## config.mk

```make
export PLATFORM = sky130hd
export DESIGN_NAME = pwu_dispatch
export DESIGN_NICKNAME = d
export VERILOG_FILES = /design/src/rtl/pwu_pkg.sv /design/src/rtl/pwu_ord_fifo.sv /design/src/rtl/pwu_dispatch.sv
export SDC_FILE = /design/constraint.sdc
export NUM_CORES = 1
export LEC_CHECK = 0
export CAP_MARGIN = 20
export CORE_MARGIN = 10
export CORE_UTILIZATION = 45
export DETAILED_ROUTE_END_ITERATION = 12
export DONT_BUFFER_PORTS = 1
export GPL_ROUTABILITY_DRIVEN = 0
export PLACE_DENSITY = 0.66
export SYNTH_ARGS = -nofsm -noshare
export SYNTH_HDL_FRONTEND = slang
export SYNTH_SLANG_ARGS = --single-unit
```

## constraint.sdc

```tcl
create_clock -name clk_i -period 4.77 [get_ports clk_i]
set_input_delay 1.1925 -clock clk_i [delete_from_list [all_inputs] [get_ports clk_i]]
set_output_delay 1.1925 -clock clk_i [all_outputs]
set_load 0.05 [all_outputs]
```

## src/rtl/pwu_pkg.sv

```systemverilog
// Shared constants and the round-robin walker picker for the page-walk dispatcher.
package pwu_pkg;

  localparam int PWU_DEF_NUM_WALKERS = 4;
  localparam int PWU_DEF_VA_W        = 32;
  localparam int PWU_DEF_PA_W        = 28;
  localparam int PWU_MAX_WALKERS     = 16;

  typedef logic [PWU_MAX_WALKERS-1:0] wk_mask_t;
  typedef logic [3:0]                 wk_id_t;

  // First set bit of free at or after ptr, wrapping modulo n; returns ptr when none is set.
  function automatic int rr_pick(input wk_mask_t free, input int ptr, input int n);
    wk_id_t idx;
    rr_pick = ptr;
    for (int i = PWU_MAX_WALKERS-1; i >= 0; i--) begin
      if (i < n) begin
        idx = wk_id_t'((ptr + i) % n);
        if (free[idx]) rr_pick = int'(idx);
      end
    end
  endfunction

endpackage

```

## src/rtl/pwu_ord_fifo.sv

```systemverilog
// Issue-order FIFO of walker IDs; depth is a power of two so pointers wrap naturally.
module pwu_ord_fifo #(
  parameter int DEPTH = 4,
  parameter int IW    = $clog2(DEPTH)
) (
  input  logic          clk_i,
  input  logic          resetn_i,
  input  logic          clr_i,
  input  logic          push_i,
  input  logic [IW-1:0] id_i,
  input  logic          pop_i,
  output logic [IW-1:0] head_o,
  output logic          empty_o,
  output logic          full_o
);

  localparam logic [IW:0] FULL_CNT = DEPTH[IW:0];

  logic [DEPTH-1:0][IW-1:0] mem;
  logic [IW-1:0]            wr_ptr, rd_ptr;
  logic [IW:0]              cnt;
  logic                     do_push, do_pop;

  assign do_push = push_i & ~full_o & ~clr_i;
  assign do_pop  = pop_i & ~empty_o & ~clr_i;
  assign head_o  = mem[rd_ptr];
  assign empty_o = (cnt == '0);
  assign full_o  = (cnt == FULL_CNT);

  always_ff @(posedge clk_i or negedge resetn_i) begin
    if (!resetn_i) begin
      wr_ptr <= '0;
      rd_ptr <= '0;
      cnt    <= '0;
    end else if (clr_i) begin
      wr_ptr <= '0;
      rd_ptr <= '0;
      cnt    <= '0;
    end else begin
      if (do_push) wr_ptr <= wr_ptr + IW'(1);
      if (do_pop)  rd_ptr <= rd_ptr + IW'(1);
      cnt <= cnt + (IW+1)'(do_push) - (IW+1)'(do_pop);
    end
  end

  // Storage needs no reset: head is only consumed while the FIFO is non-empty.
  always_ff @(posedge clk_i) begin
    if (do_push) mem[wr_ptr] <= id_i;
  end

endmodule

```

## src/rtl/pwu_dispatch.sv

```systemverilog
// Page-walker dispatcher: round-robin issue to free walkers, in-order retire of PAs.
// Optional perf counters are built when PWU_PERF_CNT_EN is defined.
module pwu_dispatch
  import pwu_pkg::*;
#(
  parameter int NUM_WALKERS = PWU_DEF_NUM_WALKERS,
  parameter int VA_W        = PWU_DEF_VA_W,
  parameter int PA_W        = PWU_DEF_PA_W
`ifdef PWU_PERF_CNT_EN
  ,
  parameter int CNT_W       = 32
`endif
) (
  input  logic                        clk_i,
  input  logic                        resetn_i,
  input  logic [VA_W-1:0]             va_i,
  input  logic                        va_vld_i,
  output logic                        va_rdy_o,
  input  logic                        flush_i,
  output logic [VA_W-1:0]             wk_va_o,
  output logic [NUM_WALKERS-1:0]      wk_start_o,
  input  logic [NUM_WALKERS-1:0]      wk_idle_i,
  input  logic [NUM_WALKERS-1:0]      wk_done_i,
  input  logic [NUM_WALKERS*PA_W-1:0] wk_pa_i,
  input  logic [NUM_WALKERS-1:0]      wk_fault_i,
  output logic [NUM_WALKERS-1:0]      wk_ack_o,
  output logic [NUM_WALKERS-1:0]      wk_kill_o,
  output logic [PA_W-1:0]             pa_o,
  output logic                        pa_fault_o,
  output logic                        pa_vld_o,
  input  logic                        pa_rdy_i
`ifdef PWU_PERF_CNT_EN
  ,
  output logic [CNT_W-1:0]            perf_xlat_o,
  output logic [CNT_W-1:0]            perf_fault_o,
  output logic [CNT_W-1:0]            perf_stall_o
`endif
);

  localparam int IW = $clog2(NUM_WALKERS);

  logic [NUM_WALKERS-1:0]           busy_q, free;
  logic [IW-1:0]                    rr_ptr, sel, head;
  logic                             ord_empty, ord_full, fire, ret;
  logic [NUM_WALKERS-1:0][PA_W-1:0] pa_lane;

  assign pa_lane  = wk_pa_i;
  assign wk_va_o  = va_i;
  assign free     = wk_idle_i & ~busy_q;
  assign va_rdy_o = (|free) & ~ord_full & ~flush_i;
  assign fire     = va_vld_i & va_rdy_o;
  assign sel      = IW'(rr_pick(wk_mask_t'(free), int'(rr_ptr), NUM_WALKERS));
  // Only the oldest walker may retire; a downstream slot frees up on the same cycle it drains.
  assign ret      = ~flush_i & ~ord_empty & wk_done_i[head] & (~pa_vld_o | pa_rdy_i);

  always_comb begin
    wk_start_o = '0;
    wk_ack_o   = '0;
    wk_kill_o  = '0;
    if (flush_i) begin
      wk_kill_o = busy_q;
    end else begin
      if (fire) wk_start_o[sel] = 1'b1;
      if (ret)  wk_ack_o[head]  = 1'b1;
    end
  end

  pwu_ord_fifo #(
    .DEPTH (NUM_WALKERS),
    .IW    (IW)
  ) u_ord (
    .clk_i    (clk_i),
    .resetn_i (resetn_i),
    .clr_i    (flush_i),
    .push_i   (fire),
    .id_i     (sel),
    .pop_i    (ret),
    .head_o   (head),
    .empty_o  (ord_empty),
    .full_o   (ord_full)
  );

  // A walker acked this cycle becomes selectable only after busy_q clears at the edge.
  always_ff @(posedge clk_i or negedge resetn_i) begin
    if (!resetn_i) begin
      busy_q     <= '0;
      rr_ptr     <= '0;
      pa_o       <= '0;
      pa_fault_o <= 1'b0;
      pa_vld_o   <= 1'b0;
    end else if (flush_i) begin
      busy_q   <= '0;
      pa_vld_o <= 1'b0;
    end else begin
      busy_q <= (busy_q | wk_start_o) & ~wk_ack_o;
      if (fire) rr_ptr <= sel + IW'(1);
      if (ret) begin
        pa_o       <= pa_lane[head];
        pa_fault_o <= wk_fault_i[head];
        pa_vld_o   <= 1'b1;
      end else if (pa_rdy_i) begin
        pa_vld_o <= 1'b0;
      end
    end
  end

`ifdef PWU_PERF_CNT_EN
  always_ff @(posedge clk_i or negedge resetn_i) begin
    if (!resetn_i) begin
      perf_xlat_o  <= '0;
      perf_fault_o <= '0;
      perf_stall_o <= '0;
    end else begin
      if (pa_vld_o & pa_rdy_i)              perf_xlat_o  <= perf_xlat_o + CNT_W'(1);
      if (pa_vld_o & pa_rdy_i & pa_fault_o) perf_fault_o <= perf_fault_o + CNT_W'(1);
      if (va_vld_i & ~va_rdy_o)             perf_stall_o <= perf_stall_o + CNT_W'(1);
    end
  end
`endif

endmodule
```

==> results.md, run 1 <==
- Yosys top cell area share: 28.8%
- Crit path DAT: 2.93 ns
- Drt wl/cell: 22.6 um
- Most used routing layer: met2
- Chip width: 111 um
- Worst-path clk slew: 0.09 ns
- Setup Buffers After CTS: 0
- Clk Tree Root Cell: clkbuf_8
- Initial Utilization: 46.0%
- Fraction of registers with async set/reset: 84.3%
- Largest family of logic cells by synthesized area: multiplexers
- Number of enable flip-flop cells after synthesis: 8
- I/O pin cnt: 236
- Clk buf depth: 2
- Register area: 0.00132 mm2
- Synth warn: 0
- Max-cap violation count: 0
- Vias in the first global route: 2489
- Final cycle utilization of the critical path: 86.5%
- Met2 usage in global routing: 23.2%
- Post-cts hold buffer count: 0
- Status: completed
- CP Class: in -> out
- GR Layer Usage met3: 7.25%
- Worst-path cell chain: nor2b_1 -> a2111oi_0 -> a2111oi_2 -> buf_4 -> and2_1 -> buf_4
- Leak: 1.62 nW
- Slew HR: 36.4%
- Minimum clock period: 4.13 ns
- Setup TNS: 0 ns
- Post-synthesis mux area share: 32.1%
- Synth Register Bits: 51
- Die height: 111 um
- Post-Synth Adder-Cell Area: 3.88%
- Fill cell count: 769
- Area growth from synthesis to layout: -1.34%
- Synth top cells by count: 43 x dfrtp_1, 35 x mux2_2, 35 x nand2_1
- CP Data Required Time: 3.58 ns
- Gr usage total: 14.3%
- Layout cell share with drive strength beyond 1: 27.7%
- # setup viols final: 0
- GRT overflow: 0
- Clk sinks: 51
- Worst-Skew Late Latency: 0.30 ns
- Die area: 0.0124 mm2
- Via count: 2424
- Largest net degree at the start of global routing: 62
- Syn_nets: 521
- Residual DRC count: 0
- Crit-path slowest cell: a2111oi_0
- First-pass iteration count of the detailed router: 6
- Skew final: 0.00361 ns
- DP Worst Slack: 0.660 ns
- Synthesized area: 0.00374 mm2
- Slew Viols, Final: 0
- DR vias/cell: 5.77
- First-pass GRT wire length: 14.6 mm
- Cell taking the most area after synthesis: dfrtp_1
- DRT iter0 DRCs: 103
- Final Hold Vio Count: 0
- Largest cells by area after synthesis: dfrtp_1 29%, mux2_4 11%, mux2_2 11%
- Worst setup margin: 0.644 ns
- Met1 Use GR: 16.1%
- Final wirelength: 9.50 mm
- Post-synth cell types: 38
- Syn Area/Cell: 10.7 um2
- Final Net Count: 485
- Crit path max fanout: 18
- Worst-Margin Slew: 0.930 ns
- Post-route ant nets: 0
- Seq/Total Area, Yosys: 35.2%
- Initial antenna violation count: 1
- Top FF cell, synth: dfrtp_1
- Fin cells: 420
- Worst hold path class: reg -> reg
- Worst setup SP type: input port
- Pwr per Cell Area: 656 mW/mm2
- IO Port Bufs: 0
- Area of the multi-input gates: 0.00204 mm2
- CTS tree: yes
- Synth Instances: 349
- Worst vdd ir: 0.000220 V
- RSZ-0062 raised after global routing: false
- Most instantiated library cell after synthesis: dfrtp_1
- H-tree levels: 2
- # rows: 33
- Synth Area in XOR/XNOR: 0.702%
- Crit-path most repeated cell: buf_4
- CTS Buf Count: 5
- CP peak stage delay: 0.84 ns
- Simple logic cell fraction of the synthesized area: 9.26%
- Fmax: 242 MHz
- Core area: 0.00813 mm2
- Worst setup EP type: output pin
- Final HPWL DP: 7.59 mm
- Post-CTS sizing: 0
- Synth Area in Compound Gates: 8.49%
- Inst Count DP: 411
-- worst max-delay path: cells and delay by family --
kind | cells | cell delay [ns]
buffers and inverters | 2 | 0.44
AND/OR/NAND/NOR | 2 | 0.35
AO/OA/AOI/OAI | 2 | 0.95
-- worst paths after layout --
check	start	end	slack, ns	cells past startpoint
setup reg to reg	u_ord.rd_ptr[0]	u_ord.cnt[2]	1.56	11
max in group asynchronous	resetn_i	busy_q[3]	4.11	0
hold / removal	u_ord.wr_ptr[0]	u_ord.wr_ptr[0]	0.57	1
hold reg to reg	u_ord.wr_ptr[0]	u_ord.wr_ptr[0]	0.57	1
setup / recovery	wk_idle_i[3]	wk_start_o[3]	0.64	6
min in group asynchronous	resetn_i	pa_o[14]	0.58	0
-- cell usage in the layout, fill, tap and decap left out, types with 9 or more instances in the layout --
cell     Yosys  final
and2_1      11     11
buf_4       33     10
dfrtp_1     43     43
ha_1        10     10
inv_1        9      9
mux2_2      35     35
mux2_4      28     28
mux2i_1     34     34
nand2_1     35     35
nor2_1       9      9
o21ai_0     30     30
-- state kept, by name (all words and copies together) (netlist names) --
register	cells
pa_o	28
u_ord.mem	8
busy_q	4
u_ord.cnt	3
rr_ptr	2
u_ord.rd_ptr	2
u_ord.wr_ptr	2
pa_fault_o	1
pa_vld_o	1
-- cell families (layout without fill, tap and decap cells) --
kind of cell	Yosys count	count (layout)
mux	99	99
simple gates	72	72
buf+inv	62	27
compound gates	51	51
flops	51	51
fa+ha+maj	11	11
xor+xnor	3	3
other cells	0	1
-- per-layer routing --
layer	share of wire, %	vias to the layer above	wire length, um
met5	0	-	0
met4	1.1	0	108
met3	11	15	1080
met2	48	149	4540
met1	40	1144	3780
li1	-	1116	-
-- stage by stage --
stage	instance area (um2)	hold slack, ns	power, mW	util (%)
after CTS	3690	0.561	2.45	45.3
final	3690	0.568	2.42	45.4
after floorplan	3740	0.503	2.09	-
after detailed placement	3600	0.563	2.19	44.2
after global placement	3600	0.534	2.16	44.2
after global routing	3690	0.547	2.58	45.4
-- where the power goes --
part	total, mW	switching, mW	internal [mW]
Clock	0.254	0.137	0.117
Sequential	1.20	0.598	0.606
Combinational	0.962	0.451	0.511
-- area by class of cell --
| type | instances | share of cell area [%] |
|---|---|---|
| timing repair buffer | 10 | 2.03 |
| multi-input combinational | 236 | 55.3 |
| clock buffer | 7 | 2.34 |
| inverter | 9 | 0.915 |
| antenna | 1 | 0.0678 |
| clock inverter | 1 | 0.136 |
| tap | 105 | 3.56 |
| sequential | 51 | 35.7 |
Power figures use the tool's default switching activity.
==> inputs of run 2 (changes only) <==
--- a/config.mk
+++ b/config.mk
@@ -12,6 +12,7 @@
 export DONT_BUFFER_PORTS = 1
 export GPL_ROUTABILITY_DRIVEN = 0
 export PLACE_DENSITY = 0.66
+export SETUP_SLACK_MARGIN = 0.5
 export SYNTH_ARGS = -nofsm -noshare
 export SYNTH_HDL_FRONTEND = slang
 export SYNTH_SLANG_ARGS = --single-unit
==> run 2 against run 1 <==
  * Sequential cell count is the same
  * Worst setup slack gained 0.069 ns
  * Hold slack lost 0.026 ns
  * Combinational power grew 0.9%
  * Via count shrank 0.25%
  * Design area shrank 0.14%
  * Sequential power is essentially flat
  * First-iteration DRC count shrank 9.7%
  * Highest routed layer unchanged
  * Register-to-register slack gained 0.05 ns
  * Core utilization shrank 0.062 points
  * Sequential share of layout area is essentially flat
  * Count of clock-buffer cells in the layout is the same
==> results.md, run 2 (same netlist as run 1, synthesis figures left out) <==
- Status: completed
- GRT overflow: 0 (unchanged)
- Reg2Reg Depth: 10 (-1)
- Die height: 111 um (unchanged)
- Worst hold path class: reg -> reg
- Vias in the first global route: 2567 (+3.1%)
- Worst setup EP type: output pin
- Worst-path clk slew: 0.09 ns (about the same)
- Final cycle utilization of the critical path: 85.0% (-1.4 points)
- Largest regs: pa_o x28, u_ord.mem x8, busy_q x4
- Slew Viols, Final: 0 (unchanged)
- CP Data Required Time: 3.58 ns (about the same)
- Largest Register: pa_o
- DRT iter0 DRCs: 93 (-9.7%)
- Initial Utilization: 46.0% (unchanged)
- Clk buf depth: 2 (unchanged)
- # rows: 33 (unchanged)
- CTS Buf Count: 5 (unchanged)
- Initial antenna violation count: 0 (-1)
- Crit-path slowest cell: a2111oi_2
- Residual DRC count: 0 (unchanged)
- I/O pin cnt: 236 (unchanged)
- H-tree levels: 2 (unchanged)
- Post-route cell area: 0.00369 mm2 (-0.14%)
- Final core occ: 45.3% (-0.062 points)
- Number of flip-flops in the largest register: 28 (unchanged)
- Area after DPL: 0.00360 mm2 (+0.21%)
- Minimum clock period: 4.06 ns (-0.0689 ns)
- Worst vdd ir: 0.000250 V (+14%)
- Drt wl/cell: 22.8 um (+0.58%)
- CP Class: in -> out
- Final Net Count: 486 (+0.21%)
- # setup viols final: 0 (unchanged)
- DR vias/cell: 5.76 (-0.25%)
- Pwr Total: 2.41 mW (-0.26%)
- Max-cap violation count: 0 (unchanged)
- RSZ-0062 raised after global routing: false
- Fmax: 247 MHz (+1.7%)
- Clk sinks: 51 (unchanged)
- Die area: 0.0124 mm2 (unchanged)
- Worst setup SP type: input port
- Hold Crit Depth: 1 (unchanged)
- Final Hold Vio Count: 0 (unchanged)
- Leak: 1.62 nW (about the same)
- # diodes: 0 (-1)
- Most common cell after layout, fill and taps aside: dfrtp_1
- Pwr per Cell Area: 655 mW/mm2 (-0.12%)
- Largest net degree at the start of global routing: 44 (-29%)
- Final wirelength: 9.56 mm (+0.58%)
- Post-CTS sizing: 0 (unchanged)
- Crit path max fanout: 8 (-10)
- Post-cts hold buffer count: 0 (unchanged)
- Gr usage total: 14.5% (+0.15 points)
- Layout cell share with drive strength beyond 1: 27.6% (-0.088 points)
- IO Port Bufs: 0 (unchanged)
- Worst-Margin Slew: 0.943 ns (+0.0129 ns)
- Setup Buffers After CTS: 0 (unchanged)
- Post-route ant nets: 0 (unchanged)
- CP peak stage delay: 0.63 ns (-0.21 ns)
- Chip width: 111 um (unchanged)
- Clk Tree Root Cell: clkbuf_8
- Final HPWL DP: 7.58 mm (-0.15%)
- First-pass iteration count of the detailed router: 4 (-2)
- Slew HR: 35.5% (-0.88 points)
- CTS tree: yes
- Worst-path cell chain: nor2b_1 -> a2111oi_0 -> a2111oi_2 -> and2_1 -> buf_4
- First-pass GRT wire length: 14.8 mm (+1.1%)
- Most frequent cells in the layout: 43 x dfrtp_1, 35 x mux2_2, 35 x nand2_1
- Worst-Skew Late Latency: 0.30 ns (about the same)
- Via count: 2418 (-0.25%)
- Setup TNS: 0 ns (unchanged)
- Crit path DAT: 2.86 ns (-0.07 ns)
- Core area: 0.00813 mm2 (unchanged)
- Skew final: 0.00553 ns (+0.00192 ns)
- Area growth from synthesis to layout: -1.47%
==> run 2: changes by cell type in the layout (fill, tap and decap cells not counted) <==
cell,before,now
buf_4,10,11
diode_2,1,0
clkbuf_1,1,2
clkbuf_8,6,5
==> run 2: layout make-up <==
class / count / area [um2]
inverter: 9 / 33.8
timing repair buffer: 11 / 82.6
sequential: 51 / 1320
fill: 740 / 4450
multi-input combinational: 236 / 2040
clock inverter: 1 / 5.00
clock buffer: 7 / 76.3
tap: 105 / 131
==> run 2: per-stage QoR <==
stage / cells / hold WS [ns] / setup WS, ns
2_1_floorplan: 349 / 0.503 / 0.531
3_3_place_gp: 412 / 0.531 / 0.785
3_5_place_dp: 412 / 0.539 / 0.674
4_1_cts: 420 / 0.550 / 0.667
5_1_grt: 420 / 0.549 / 0.558
6_report: 420 / 0.541 / 0.713
==> run 2: worst max-delay path: cells and delay by family <==
| family | cells | cell delay (ns) |
|---|---|---|
| AOI/OAI and AO/OA | 2 | 0.86 |
| buffers and inverters | 1 | 0.20 |
| and+or+nand+nor | 2 | 0.61 |
==> run 2: final timing paths <==
kind / startpoint / endpoint / slack [ns]
hold / removal: u_ord.wr_ptr[0] / u_ord.wr_ptr[0] / 0.54
max in group asynchronous: resetn_i / busy_q[1] / 4.10
setup / recovery: wk_idle_i[3] / wk_start_o[0] / 0.71
min in group asynchronous: resetn_i / pa_o[18] / 0.57
setup reg to reg: u_ord.rd_ptr[0] / u_ord.cnt[2] / 1.61
hold reg to reg: u_ord.wr_ptr[0] / u_ord.wr_ptr[0] / 0.54
==> run 2: power breakdown <==
part | switching, mW | internal, mW
clock | 0.138 | 0.103
combinational | 0.459 | 0.512
sequential | 0.596 | 0.606
==> run 2: per-layer routing <==
metal,GRT usage [%],part of all wire [%],up-vias
met5,0,0,-
met4,2.49,0.73,0
met3,7.63,12,9
met2,24.6,48,132
met1,15.7,39,1162
li1,-,-,1115
